`config.mk`:
```
export PLATFORM = sky130hd
export DESIGN_NAME = spi_flash_responder_flat
export DESIGN_NICKNAME = d
export VERILOG_FILES = /design/src/rtl/spi_flash_responder_if.sv /design/src/rtl/spi_flash_responder.sv /design/src/flat_wrapper.sv
export SDC_FILE = /design/constraint.sdc
export NUM_CORES = 1
export LEC_CHECK = 0
export ABC_AREA = 1
export CAP_MARGIN = 20
export CORE_MARGIN = 4
export CORE_UTILIZATION = 59
export CTS_BUF_LIST = sky130_fd_sc_hd__clkbuf_8
export CTS_CLUSTER_SIZE = 28
export DETAILED_ROUTE_END_ITERATION = 10
export GPL_ROUTABILITY_DRIVEN = 0
export PLACE_DENSITY = 0.89
export SYNTH_ARGS = -nofsm -noshare
export SYNTH_HDL_FRONTEND = slang
export SYNTH_SLANG_ARGS = --single-unit
```
`constraint.sdc`:
```
create_clock -name clk -period 6.3 [get_ports clk]
set_input_delay 0.945 -clock clk [delete_from_list [all_inputs] [get_ports clk]]
set_output_delay 0.945 -clock clk [all_outputs]
set_load 0.02 [all_outputs]
```
`src/rtl/spi_flash_responder_if.sv`:
```
`default_nettype none
// ============================================================================
// Module   : spi_flash_responder_if
// Purpose  : Byte-wide memory read bus between the SPI flash responder and
//            the backing store. Read data is valid exactly one clk after the
//            mem_rd strobe.
// Signals  : mem_rd    - one-cycle read strobe (responder -> memory)
//            mem_addr  - byte address for mem_rd (responder -> memory)
//            mem_rdata - read data, one clk after mem_rd (memory -> responder)
// Modports : master - responder side; slave - memory side
// Revision : 1.0 - initial release
// ============================================================================
interface spi_flash_responder_if #(
  parameter int MEM_AW = 24
) ();
  logic              mem_rd;
  logic [MEM_AW-1:0] mem_addr;
  logic [7:0]        mem_rdata;

  modport master (output mem_rd, output mem_addr, input mem_rdata);
  modport slave  (input mem_rd, input mem_addr, output mem_rdata);
endinterface
`default_nettype wire

```
`src/rtl/spi_flash_responder.sv`:
```
`default_nettype none
// ============================================================================
// Module   : spi_flash_responder
// Purpose  : SPI mode-0 flash emulator supporting the READ (0x03) command.
//            The SPI pins are oversampled by clk (>= 8x spi_clk); data bytes
//            are prefetched from a byte-wide memory bus.
// Ports    : clk, reset     - system clock, async active-high reset
//            spi_csb/clk/mosi - host SPI inputs (asynchronous to clk)
//            spi_miso, spi_miso_oe - responder data and pad output enable
//            mem            - memory read bus (master modport)
//            busy           - synchronized chip-select active
//            cmd_err        - one-cycle pulse on unsupported opcode
// Revision : 1.0 - initial release
// ============================================================================
module spi_flash_responder #(
  parameter int MEM_AW = 24
) (
  input  wire                   clk,
  input  wire                   reset,
  input  wire                   spi_csb,
  input  wire                   spi_clk,
  input  wire                   spi_mosi,
  output logic                  spi_miso,
  output logic                  spi_miso_oe,
  spi_flash_responder_if.master mem,
  output logic                  busy,
  output logic                  cmd_err
);

  typedef enum logic [2:0] {
    IDLE   = 3'd0,
    CMD    = 3'd1,
    ADDR   = 3'd2,
    DATA   = 3'd3,
    IGNORE = 3'd4
  } state_t;

  // Synchronizers and edge detection
  logic       csb_meta_q, csb_sync_q;
  logic       sclk_meta_q, sclk_sync_q, sclk_prev_q;
  logic       mosi_meta_q, mosi_sync_q;
  logic [1:0] sync_fill_q;
  logic       armed_q;
  logic       sclk_rise, sclk_fall;

  // Protocol state
  state_t            state_q, state_d;
  logic [4:0]        bitcnt_q, bitcnt_d;
  logic [23:0]       shift_q, shift_d;
  logic [23:0]       shift_in;
  logic [MEM_AW-1:0] addr_q, addr_d;
  logic              rd_q, rd_d;
  logic              rd_dly_q;
  logic              err_q, err_d;
  logic [7:0]        prefetch_q;
  logic [7:0]        txsr_q, txsr_d;
  logic              miso_q, miso_d;

  // sync_fill_q marks when csb_sync_q reflects the pin rather than its reset
  // value. armed_q then requires chip select to be seen high before a
  // transaction may start, so a csb held low across reset release is ignored.
  always_ff @(posedge clk or posedge reset) begin
    if (reset) begin
      csb_meta_q  <= 1'b1;
      csb_sync_q  <= 1'b1;
      sclk_meta_q <= 1'b0;
      sclk_sync_q <= 1'b0;
      sclk_prev_q <= 1'b0;
      mosi_meta_q <= 1'b0;
      mosi_sync_q <= 1'b0;
      sync_fill_q <= 2'b00;
      armed_q     <= 1'b0;
    end else begin
      csb_meta_q  <= spi_csb;
      csb_sync_q  <= csb_meta_q;
      sclk_meta_q <= spi_clk;
      sclk_sync_q <= sclk_meta_q;
      sclk_prev_q <= sclk_sync_q;
      mosi_meta_q <= spi_mosi;
      mosi_sync_q <= mosi_meta_q;
      sync_fill_q <= {sync_fill_q[0], 1'b1};
      if (sync_fill_q[1] && csb_sync_q) begin
        armed_q <= 1'b1;
      end
    end
  end

  assign sclk_rise = sclk_sync_q & ~sclk_prev_q;
  assign sclk_fall = ~sclk_sync_q & sclk_prev_q;
  assign shift_in  = {shift_q[22:0], mosi_sync_q};

  always_ff @(posedge clk or posedge reset) begin
    if (reset) begin
      state_q    <= IDLE;
      bitcnt_q   <= 5'd0;
      shift_q    <= 24'd0;
      addr_q     <= '0;
      rd_q       <= 1'b0;
      rd_dly_q   <= 1'b0;
      err_q      <= 1'b0;
      prefetch_q <= 8'd0;
      txsr_q     <= 8'd0;
      miso_q     <= 1'b0;
    end else begin
      state_q  <= state_d;
      bitcnt_q <= bitcnt_d;
      shift_q  <= shift_d;
      addr_q   <= addr_d;
      rd_q     <= rd_d;
      rd_dly_q <= rd_q;
      err_q    <= err_d;
      txsr_q   <= txsr_d;
      miso_q   <= miso_d;
      if (rd_dly_q) begin
        prefetch_q <= mem.mem_rdata;
      end
    end
  end

  always_comb begin
    state_d  = state_q;
    bitcnt_d = bitcnt_q;
    shift_d  = shift_q;
    addr_d   = addr_q;
    rd_d     = 1'b0;
    err_d    = 1'b0;
    txsr_d   = txsr_q;
    miso_d   = miso_q;

    case (state_q)
      IDLE: begin
        bitcnt_d = 5'd0;
        if (armed_q && !csb_sync_q) begin
          state_d = CMD;
        end
      end
      CMD: begin
        if (sclk_rise) begin
          shift_d  = shift_in;
          bitcnt_d = bitcnt_q + 5'd1;
          if (bitcnt_q == 5'd7) begin
            bitcnt_d = 5'd0;
            case (shift_in[7:0])
              8'h03:        state_d = ADDR;
              8'hAB, 8'hFF: state_d = IGNORE;
              default: begin
                state_d = IGNORE;
                err_d   = 1'b1;
              end
            endcase
          end
        end
      end
      ADDR: begin
        if (sclk_rise) begin
          shift_d  = shift_in;
          bitcnt_d = bitcnt_q + 5'd1;
          if (bitcnt_q == 5'd23) begin
            bitcnt_d = 5'd0;
            addr_d   = shift_in[MEM_AW-1:0];
            rd_d     = 1'b1;
            state_d  = DATA;
          end
        end
      end
      DATA: begin
        // bitcnt_q counts completed bits of the current byte; a fall with
        // bitcnt_q == 0 starts a new byte and pulls it from the prefetch.
        if (sclk_fall) begin
          if (bitcnt_q == 5'd0) begin
            miso_d = prefetch_q[7];
            txsr_d = {prefetch_q[6:0], 1'b0};
          end else begin
            miso_d = txsr_q[7];
            txsr_d = {txsr_q[6:0], 1'b0};
          end
        end else if (sclk_rise) begin
          bitcnt_d = bitcnt_q + 5'd1;
          if (bitcnt_q == 5'd7) begin
            bitcnt_d = 5'd0;
            addr_d   = addr_q + MEM_AW'(1);
            rd_d     = 1'b1;
          end
        end
      end
      IGNORE: begin
        bitcnt_d = 5'd0;
      end
      default: begin
        state_d = IDLE;
      end
    endcase

    // Deselect wins over any spi_clk edge seen in the same cycle.
    if (state_q != IDLE && csb_sync_q) begin
      state_d  = IDLE;
      bitcnt_d = 5'd0;
      rd_d     = 1'b0;
      err_d    = 1'b0;
    end
  end

  assign spi_miso_oe  = (state_q == DATA) && !csb_sync_q;
  assign spi_miso     = spi_miso_oe & miso_q;
  assign mem.mem_rd   = rd_q;
  assign mem.mem_addr = addr_q;
  assign cmd_err      = err_q;
  assign busy         = ~csb_sync_q;

endmodule
`default_nettype wire

```
`src/flat_wrapper.sv`:
```
// flat-port wrapper written by rule: the top's interface ports become plain ports
module spi_flash_responder_flat 
#(
  parameter int MEM_AW = 24
)
  (clk, reset, spi_csb, spi_clk, spi_mosi, spi_miso, spi_miso_oe, busy, cmd_err, mem_mem_rd, mem_mem_addr, mem_mem_rdata);
  spi_flash_responder_if #(.MEM_AW(MEM_AW)) mem_i ();
  input  wire clk;
  input  wire reset;
  input  wire spi_csb;
  input  wire spi_clk;
  input  wire spi_mosi;
  output logic spi_miso;
  output logic spi_miso_oe;
  output logic busy;
  output logic cmd_err;
  output wire logic [$bits(mem_i.mem_rd)-1:0] mem_mem_rd;
  output wire logic [$bits(mem_i.mem_addr)-1:0] mem_mem_addr;
  input wire logic [$bits(mem_i.mem_rdata)-1:0] mem_mem_rdata;
  assign mem_mem_rd = mem_i.mem_rd;
  assign mem_mem_addr = mem_i.mem_addr;
  assign mem_i.mem_rdata = mem_mem_rdata;
  spi_flash_responder #(.MEM_AW(MEM_AW)) u_core (.clk(clk), .reset(reset), .spi_csb(spi_csb), .spi_clk(spi_clk), .spi_mosi(spi_mosi), .spi_miso(spi_miso), .spi_miso_oe(spi_miso_oe), .mem(mem_i), .busy(busy), .cmd_err(cmd_err));
endmodule
```
**Word-level counts from Yosys, hierarchy flattened**

Cells that the tools add are included.

- Multiplexer cells: 35
- Reduce and logical (&&, ||, !) cells: 19
- Bitwise operators: 6
- $add $sub $neg: 2
- Equality and inequality tests: 21

Operators with widths:

| kind | number |
|---|---|
| two-way mux 24 bit | 5 |
| case mux 24 bit (2 select lines) | 1 |
| two-way mux 5 bit | 6 |
| adder 24 x 1 -> 24 bit (second input constant) | 1 |
| two-way mux 3 bit | 7 |
| case mux 5 bit (4 select lines) | 1 |
| == test 8 bit (second input constant) | 2 |
| != test 3 x 1 -> 1 bit (second input constant) | 5 |
| two-way mux 1 bit | 12 |
| case mux 3 bit (4 select lines) | 1 |
| AND reduction 6 bit | 2 |
| != test 2 x 1 -> 1 bit (second input constant) | 5 |
| == test 8 x 2 -> 1 bit (second input constant) | 1 |
| two-way mux 8 bit | 1 |
| == test 3 x 2 -> 1 bit (second input constant) | 2 |
| OR reduction 2 bit | 3 |
| adder 5 x 1 -> 5 bit (second input constant) | 1 |
| == test 5 x 3 -> 1 bit (second input constant) | 1 |
| == test 5 bit (second input constant) | 1 |
| logical NOT 5 bit | 1 |
| nonzero test 5 bit | 1 |
| logical AND 1 bit | 4 |
| AND reduction 2 bit | 2 |
| AND 1 bit | 3 |
| other kinds (12) | 14 |

- Output and inout bits: 29
- Input bits: 13
- Word-level logic and storage cells: 102
- Register bits: 85

**Logic depth before layout (Yosys ltp)**

Gate-level depths: netlist of the first run.

- Depth after elaboration: 7
- Depth in mapped cells: 11
- Mapped depth without buffers: 10

**Worst setup path before layout of the first run**

Ideal clock, no wire load.

- Kind: reg2out
- From: register u_core.state_q[1]
- To: output spi_miso
- Required time: 5.355 ns
- Path slack: 3.914 ns
- Buffers on the path: 2
- Stages on the path, launching flop included: 5
- Data arrival time: 1.441 ns
- Path through: dfrtp_1 -> nand3_4 -> buf_2 -> buf_6 -> nor3_1

- Cells in the longest elaborated chain, start to end: 3

RTL lines:

| what | line | source |
|---|---|---|
| from (decl) | spi_flash_responder.sv:47 | `state_t state_q, state_d;` |
| from (signal assigned) | spi_flash_responder.sv:105 | `state_q <= state_d;` |
| == test 3 x 2 -> 1 bit | spi_flash_responder.sv:203 | `assign spi_miso_oe = (state_q == DATA) && !csb_sync_q;` |
| logical AND 1 bit | spi_flash_responder.sv:203 |  |
| AND 1 bit | spi_flash_responder.sv:204 | `assign spi_miso = spi_miso_oe & miso_q;` |
| to (decl) | flat_wrapper.sv:13 | `output logic spi_miso;` |

No other way between the ends.

**Worst setup path in the final report of the first run**

- From: register u_core.state_q[1]
- To: output spi_miso_oe

- Cells in the longest elaborated chain, start to end: 2

RTL lines:

| what | line | source |
|---|---|---|
| == test 3 x 2 -> 1 bit | spi_flash_responder.sv:203 |  |
| logical AND 1 bit | spi_flash_responder.sv:203 |  |
| to (decl) | flat_wrapper.sv:14 | `output logic spi_miso_oe;` |

No other way between the ends.

==> impl_metrics.yaml, run 1 <==
run_status:
  status: "finished, final reports clean"
final_layout:
  diodes: 0
  final_cell_mix: "nand2_1 (142), dfrtp_1 (82), inv_1 (71)"
  fin_cells: 691
  postLayoutCellArea_mm2: 0.00500
  final_common_cell: "nand2_1"
  nNetsFinal: 604
  areaGrowthSynthToFinish_pct: 14.1
  drive_gt1_frac: 0.0895
yosys:
  synth.avg_cell_area_um2: 7.97
  syn_nets: 566
  synthCells: 550
  yosys.area_share.simple: 0.261
  syn_area_mm2: 0.00439
  synthMuxAreaShare: 0.0205
  synth_compound_area_frac: 0.128
  synth_top_family_by_area: "simple AND/OR/NAND/NOR gates"
  ys_seq_area_frac: 0.480
  ys_ff_latch: 84
  synth-xor-area-share: 0.00799
  synth_adder_area_share: 0.00856
  ys_types: 34
  yosysWarnings: 0
setup_path:
  worstPathRequired_ns: 5.35
  path_class: "reg2out"
  cp_max_fo: 31
  critPathTopFamily: "simple AND/OR/NAND/NOR gates"
  slowest_delay_ns: 0.67
  crit_arrival_ns: 2.26
  crit_start: "u_core.state_q[1]$_DFFE_PP0P_"
  reg2regPathDepth: 7
  path_cells: "nand3_4, nor2_1, clkdlybuf4s50_1"
  crit_slowest_cell: "clkdlybuf4s50_1"
  crit_buf_inv: 1
  crit_path_end_kind: "output pin"
  rr_endpoint: "u_core.mem.mem_addr[15]$_DFFE_PP0P_"
  regToRegStartpoint: "u_core.state_q[1]$_DFFE_PP0P_"
  start_kind: "register"
  r2r_setup_slack_ns: 3.90
sta:
  worstMarginPinSlew_ns: 0.982
  fmax_ghz: 0.312
  setup-violations-final: 0
  holdWs_ns: 0.357
  tns_ns: 0
  hold_violations: 0
  final_period_minus_worst_setup_slack_ns: 3.21
  rsz0062_at_grt: "false"
  slew_violations: 0
  timing.final.crit_share: 0.510
  fin_skew_ns: 0.0158
  relSlewSlack: 0.343
global_route:
  grt_pass1_wl_um: 16300
  gr-total-overflow: 0
  grt_pass1_vias: 3557
  grt_max_degree: 85
  grt_antenna_before_repair: 0
  grt.total_usage: 0.233
die:
  dieWidth_um: 94.2
  die-area_mm2: 0.00888
  io_pins: 42
  fp.coreArea_mm2: 0.00725
  die_h_um: 94.2
  initial_core_util: 0.605
  rows: 31
power:
  ir_drop_mv: 0.207
  p_seq_frac: 0.468
  switchingPower_uw: 678
  p_per_area_mw_per_mm2: 341
  p_sw_frac: 0.397
  power.share.clock: 0.209
  internal_power_uw: 1030
  comb_power_share: 0.323
  p_leak_uw: 0.00225
clock_network:
  cts.repair.resized: 0
  cts.clk_slew.worst_paths_ns: 0.08
  cts-hold-fix-buffers: 0
  post_cts_buffers: 0
  clkSinkCount: 84
  cts_made_buffers: 9
  clockBufferDepth: 2
  htreeDepth: 3
  cts_tree: "built"
  root_buffer: "clkbuf_8"
  clock_latency_ns: 0.36
routing:
  finalWirelength_um: 9880
  firstDrtPassIters: 7
  ant_nets: 0
  wl_met2_um: 4900
  m1WireLength_um: 4170
  avgViaCountPerCell: 5.48
  drt_iter0_markers: 216
  num_vias: 3790
  routed.top_layer: "met4"
  drc: 0
  met3_wirelength_um: 524
  wire_per_inst_um: 14.3
place:
  place_area_mm2: 0.00480
  dp_hpwl_um: 6760
  numPortBuffers: 41
  dp_cells: 675
flow_run:
  max_cap_viol_count: 0
worst_hold_path:
  hold_start: "u_core.sync_fill_q[0]$_DFF_PP0_"
  hp-class: "reg2reg"
  hold_end: "u_core.sync_fill_q[1]$_DFF_PP0_"
  holdPathStages: 0
## cell type report
class	count	area, µm²
inverter	75	283
tap	99	124
clock inverter	6	50.0
clock buffer	9	124
timing repair buffer	43	445
fill	564	2250
sequential	84	2100
multi-input combinational	375	1870
## cell families (layout without fill, tap and decap cells)
family | count (synthesis) | in the layout
compound gates | 103 | 103
xor+xnor | 4 | 4
fa+ha+maj | 3 | 3
buf+inv | 91 | 133
flops | 84 | 84
mux | 8 | 8
other cells | 1 | 1
simple gates | 256 | 256
## sequential cells by signal, summed over array words and instances (netlist names)
| name | flops |
|---|---|
| u_core.prefetch_q | 8 |
| u_core.mosi_meta_q | 1 |
| u_core.bitcnt_q | 5 |
| u_core.cmd_err | 1 |
| u_core.sclk_meta_q | 1 |
| u_core.mem.mem_rd | 1 |
| u_core.mem.mem_addr | 24 |
| u_core.sclk_prev_q | 1 |
| u_core.sclk_sync_q | 1 |
| u_core.csb_meta_q | 1 |
| u_core.miso_q | 1 |
| u_core.shift_q | 23 |
| u_core.sync_fill_q | 2 |
| u_core.csb_sync_q | 1 |
| u_core.state_q | 3 |
| u_core.armed_q | 1 |
| u_core.mosi_sync_q | 1 |
| u_core.rd_dly_q | 1 |
| u_core.txsr_q | 7 |
## cells in the mapped netlist (all sizes together)
library cell  count  share of area
ha                3         0.0086
mux2              8          0.021
nand3            36          0.049
buf              15          0.028
nor3              6          0.012
conb              1        0.00086
dfstp             2          0.012
nor2             55          0.052
o21bai            1         0.0017
xor2              4         0.0080
o21ai            54          0.066
a21o              1         0.0017
o22ai             9          0.013
a21oi            38          0.046
dfrtp            82           0.47
clkbuf            1        0.00086
inv              75          0.064
nand2           148           0.13
nand4            11          0.016
## per-layer routing
metal  vias to the layer above  global-route usage
met1                      1792               0.305
met4                         0               0.125
met3                        28              0.0393
met2                       122               0.368
met5                         -                   0
li1                       1848                   -
## power groups by stage
stage	clock, µW	combinational (µW)	sequential [µW]
finish	357	552	799
CTS	360	549	795
global route	383	613	818
floorplan	0	317	828
global placement	0	517	796
detailed placement	0	544	803
## worst max path at each step
stage / slack [ns] / endpoint / cells past startpoint
after floorplan: 3.19 / u_core.armed_q$_DFFE_PP0P_ / 1
after global placement: 3.57 / spi_miso / 3
after detailed placement: 3.48 / spi_miso_oe / 3
after CTS: 3.08 / spi_miso_oe / 3
after global routing: 3.00 / spi_miso / 3
final: 3.09 / spi_miso_oe / 3
## stage by stage
stage          utilization  setup slack, ns  total power, µW
4_1_cts              0.686             3.08             1700
3_5_place_dp         0.662             3.48             1350
5_1_grt              0.690             3.00             1820
6_report             0.690             3.09             1710
2_1_floorplan            -             3.19             1150
3_3_place_gp         0.662             3.57             1310
## worst reg2reg max path, cell delays in order, from the launching register on
cell     delay, ns
dfrtp_1       0.51
nand3_4       0.38
inv_2         0.35
nand2_2       0.23
inv_1         0.07
nor2_2        0.45
o21ai_0       0.17
o21ai_0       0.17
(Power assumes the default switching activity.)
==> inputs of run 2 (changes only) <==
==> constraint.sdc (replaced) <==
create_clock -name clk -period 3.06 [get_ports clk]
set_input_delay 0.459 -clock clk [delete_from_list [all_inputs] [get_ports clk]]
set_output_delay 0.459 -clock clk [all_outputs]
set_load 0.02 [all_outputs]
==> run 2 against run 1 <==
Compared with the run above:
- setup slack worse by 2.7 ns
- first-iteration DRC count is 38% higher
- global-route usage is 0.91 points higher
- clock power is 130% higher
- critical path type unchanged
==> impl_metrics.yaml, run 2 (synthesis results as in run 1) <==
sta:
  tns_ns: 0
  fin_skew_ns: 0.00796
  hold_violations: 0
  setup-violations-final: 0
  timing.final.crit_share: 0.874
  rsz0062_at_grt: "false"
  fmax_ghz: 0.374
  final_period_minus_worst_setup_slack_ns: 2.68
  slew_violations: 0
  relSlewSlack: 0.362
  worstMarginPinSlew_ns: 0.954
setup_path:
  path_cells: "nand3_4, nor3_1, clkdlybuf4s50_1"
  crit_path_end_kind: "output pin"
  crit_arrival_ns: 2.22
  path_class: "reg2out"
  slowest_delay_ns: 0.63
  critPathTopFamily: "simple AND/OR/NAND/NOR gates"
  crit_slowest_cell: "clkdlybuf4s50_1"
  start_kind: "register"
  cp_max_fo: 31
  worstPathRequired_ns: 2.60
  crit_buf_inv: 1
final_layout:
  final_cell_mix: "nand2_1 (142), dfrtp_1 (82), inv_1 (71)"
  diodes: 0
  final_common_cell: "nand2_1"
  postLayoutCellArea_mm2: 0.00503
  nNetsFinal: 604
  largest_register_ffs: 24
  areaGrowthSynthToFinish_pct: 14.7
  drive_gt1_frac: 0.0911
routing:
  firstDrtPassIters: 6
  drt_iter0_markers: 299
  finalWirelength_um: 9750
  avgViaCountPerCell: 5.53
  wire_per_inst_um: 14.1
  ant_nets: 0
  num_vias: 3824
  drc: 0
die:
  fp.coreArea_mm2: 0.00725
  die-area_mm2: 0.00888
  die_h_um: 94.2
  dieWidth_um: 94.2
  rows: 31
  io_pins: 42
  initial_core_util: 0.605
clock_network:
  cts-hold-fix-buffers: 0
  cts.repair.resized: 0
  cts.clk_slew.worst_paths_ns: 0.09
  cts_tree: "built"
  root_buffer: "clkbuf_8"
  clockBufferDepth: 2
  post_cts_buffers: 0
  cts_made_buffers: 9
  clock_latency_ns: 0.37
  clkSinkCount: 84
  htreeDepth: 3
power:
  ir_drop_mv: 0.316
  switchingPower_uw: 1390
  p_leak_uw: 0.00226
  power.share.clock: 0.232
  comb_power_share: 0.312
  internal_power_uw: 2220
  p_per_area_mw_per_mm2: 717
  p_sw_frac: 0.384
  p_seq_frac: 0.456
global_route:
  grt_pass1_wl_um: 16800
  grt_max_degree: 47
  grt.total_usage: 0.242
  gr-total-overflow: 0
  grt_pass1_vias: 3693
  grt_antenna_before_repair: 0
place:
  place_area_mm2: 0.00482
  dp_hpwl_um: 6880
  numPortBuffers: 41
flow_run:
  max_cap_viol_count: 0
worst_hold_path:
  hp-class: "reg2reg"
run_status:
  status: "finished, final reports clean"
==> run 2: worst paths after layout <==
path	startpoint	endpoint	slack (ns)	cells past startpoint
max	u_core.state_q[1]$_DFFE_PP0P_	spi_miso	0.38	3
min	u_core.csb_meta_q$_DFF_PP1_	u_core.csb_sync_q$_DFF_PP1_	0.36	0
max reg2reg	u_core.state_q[1]$_DFFE_PP0P_	u_core.mem.mem_addr[15]$_DFFE_PP0P_	0.79	7
min reg2reg	u_core.csb_meta_q$_DFF_PP1_	u_core.csb_sync_q$_DFF_PP1_	0.36	0
max in group asynchronous	reset	u_core.shift_q[16]$_DFFE_PP0P_	1.85	3
min in group asynchronous	reset	u_core.prefetch_q[6]$_DFFE_PP0P_	0.54	2
==> run 2: worst register-to-register path, stage by stage (launching register included) <==
cell	delay, ns
dfrtp_1	0.51
nand3_4	0.39
inv_2	0.27
nand2_2	0.19
inv_1	0.06
nor2_2	0.44
o21ai_0	0.17
o21ai_0	0.17
==> run 2: final cells by class <==
type,instances,area (µm²)
clock inverters,6,72.6
repair buffers,43,438
inverters,75,283
well taps,99,124
flip-flops and latches,84,2100
multi-input cells,375,1870
fillers,561,2220
clock buffers,10,138
==> run 2: per-stage QoR <==
step                      instances  setup slack, ns  hold slack [ns]  utilization  total power, µW
after global placement          676            0.828            0.332        0.665             2710
final                           692            0.385            0.361        0.694             3610
after detailed placement        676            0.769            0.346        0.665             2780
after floorplan                 550            0.439            0.331            -             2360
after global routing            692            0.244            0.367        0.694             3850
after CTS                       692            0.385            0.360        0.694             3610
==> run 2: power groups by stage <==
stage	logic [µW]	clock network [µW]	registers, µW
2_1_floorplan	653	0	1710
3_3_place_gp	1060	0	1640
3_5_place_dp	1120	0	1660
4_1_cts	1130	841	1640
5_1_grt	1270	895	1690
6_report	1130	835	1650
==> run 2: per-layer routing <==
layer,GRT usage,up-vias,part of all wire
li1,-,1844,-
met1,0.317,1821,0.44
met2,0.392,131,0.49
met3,0.0441,28,0.046
met4,0.108,0,0.027
met5,0,-,0
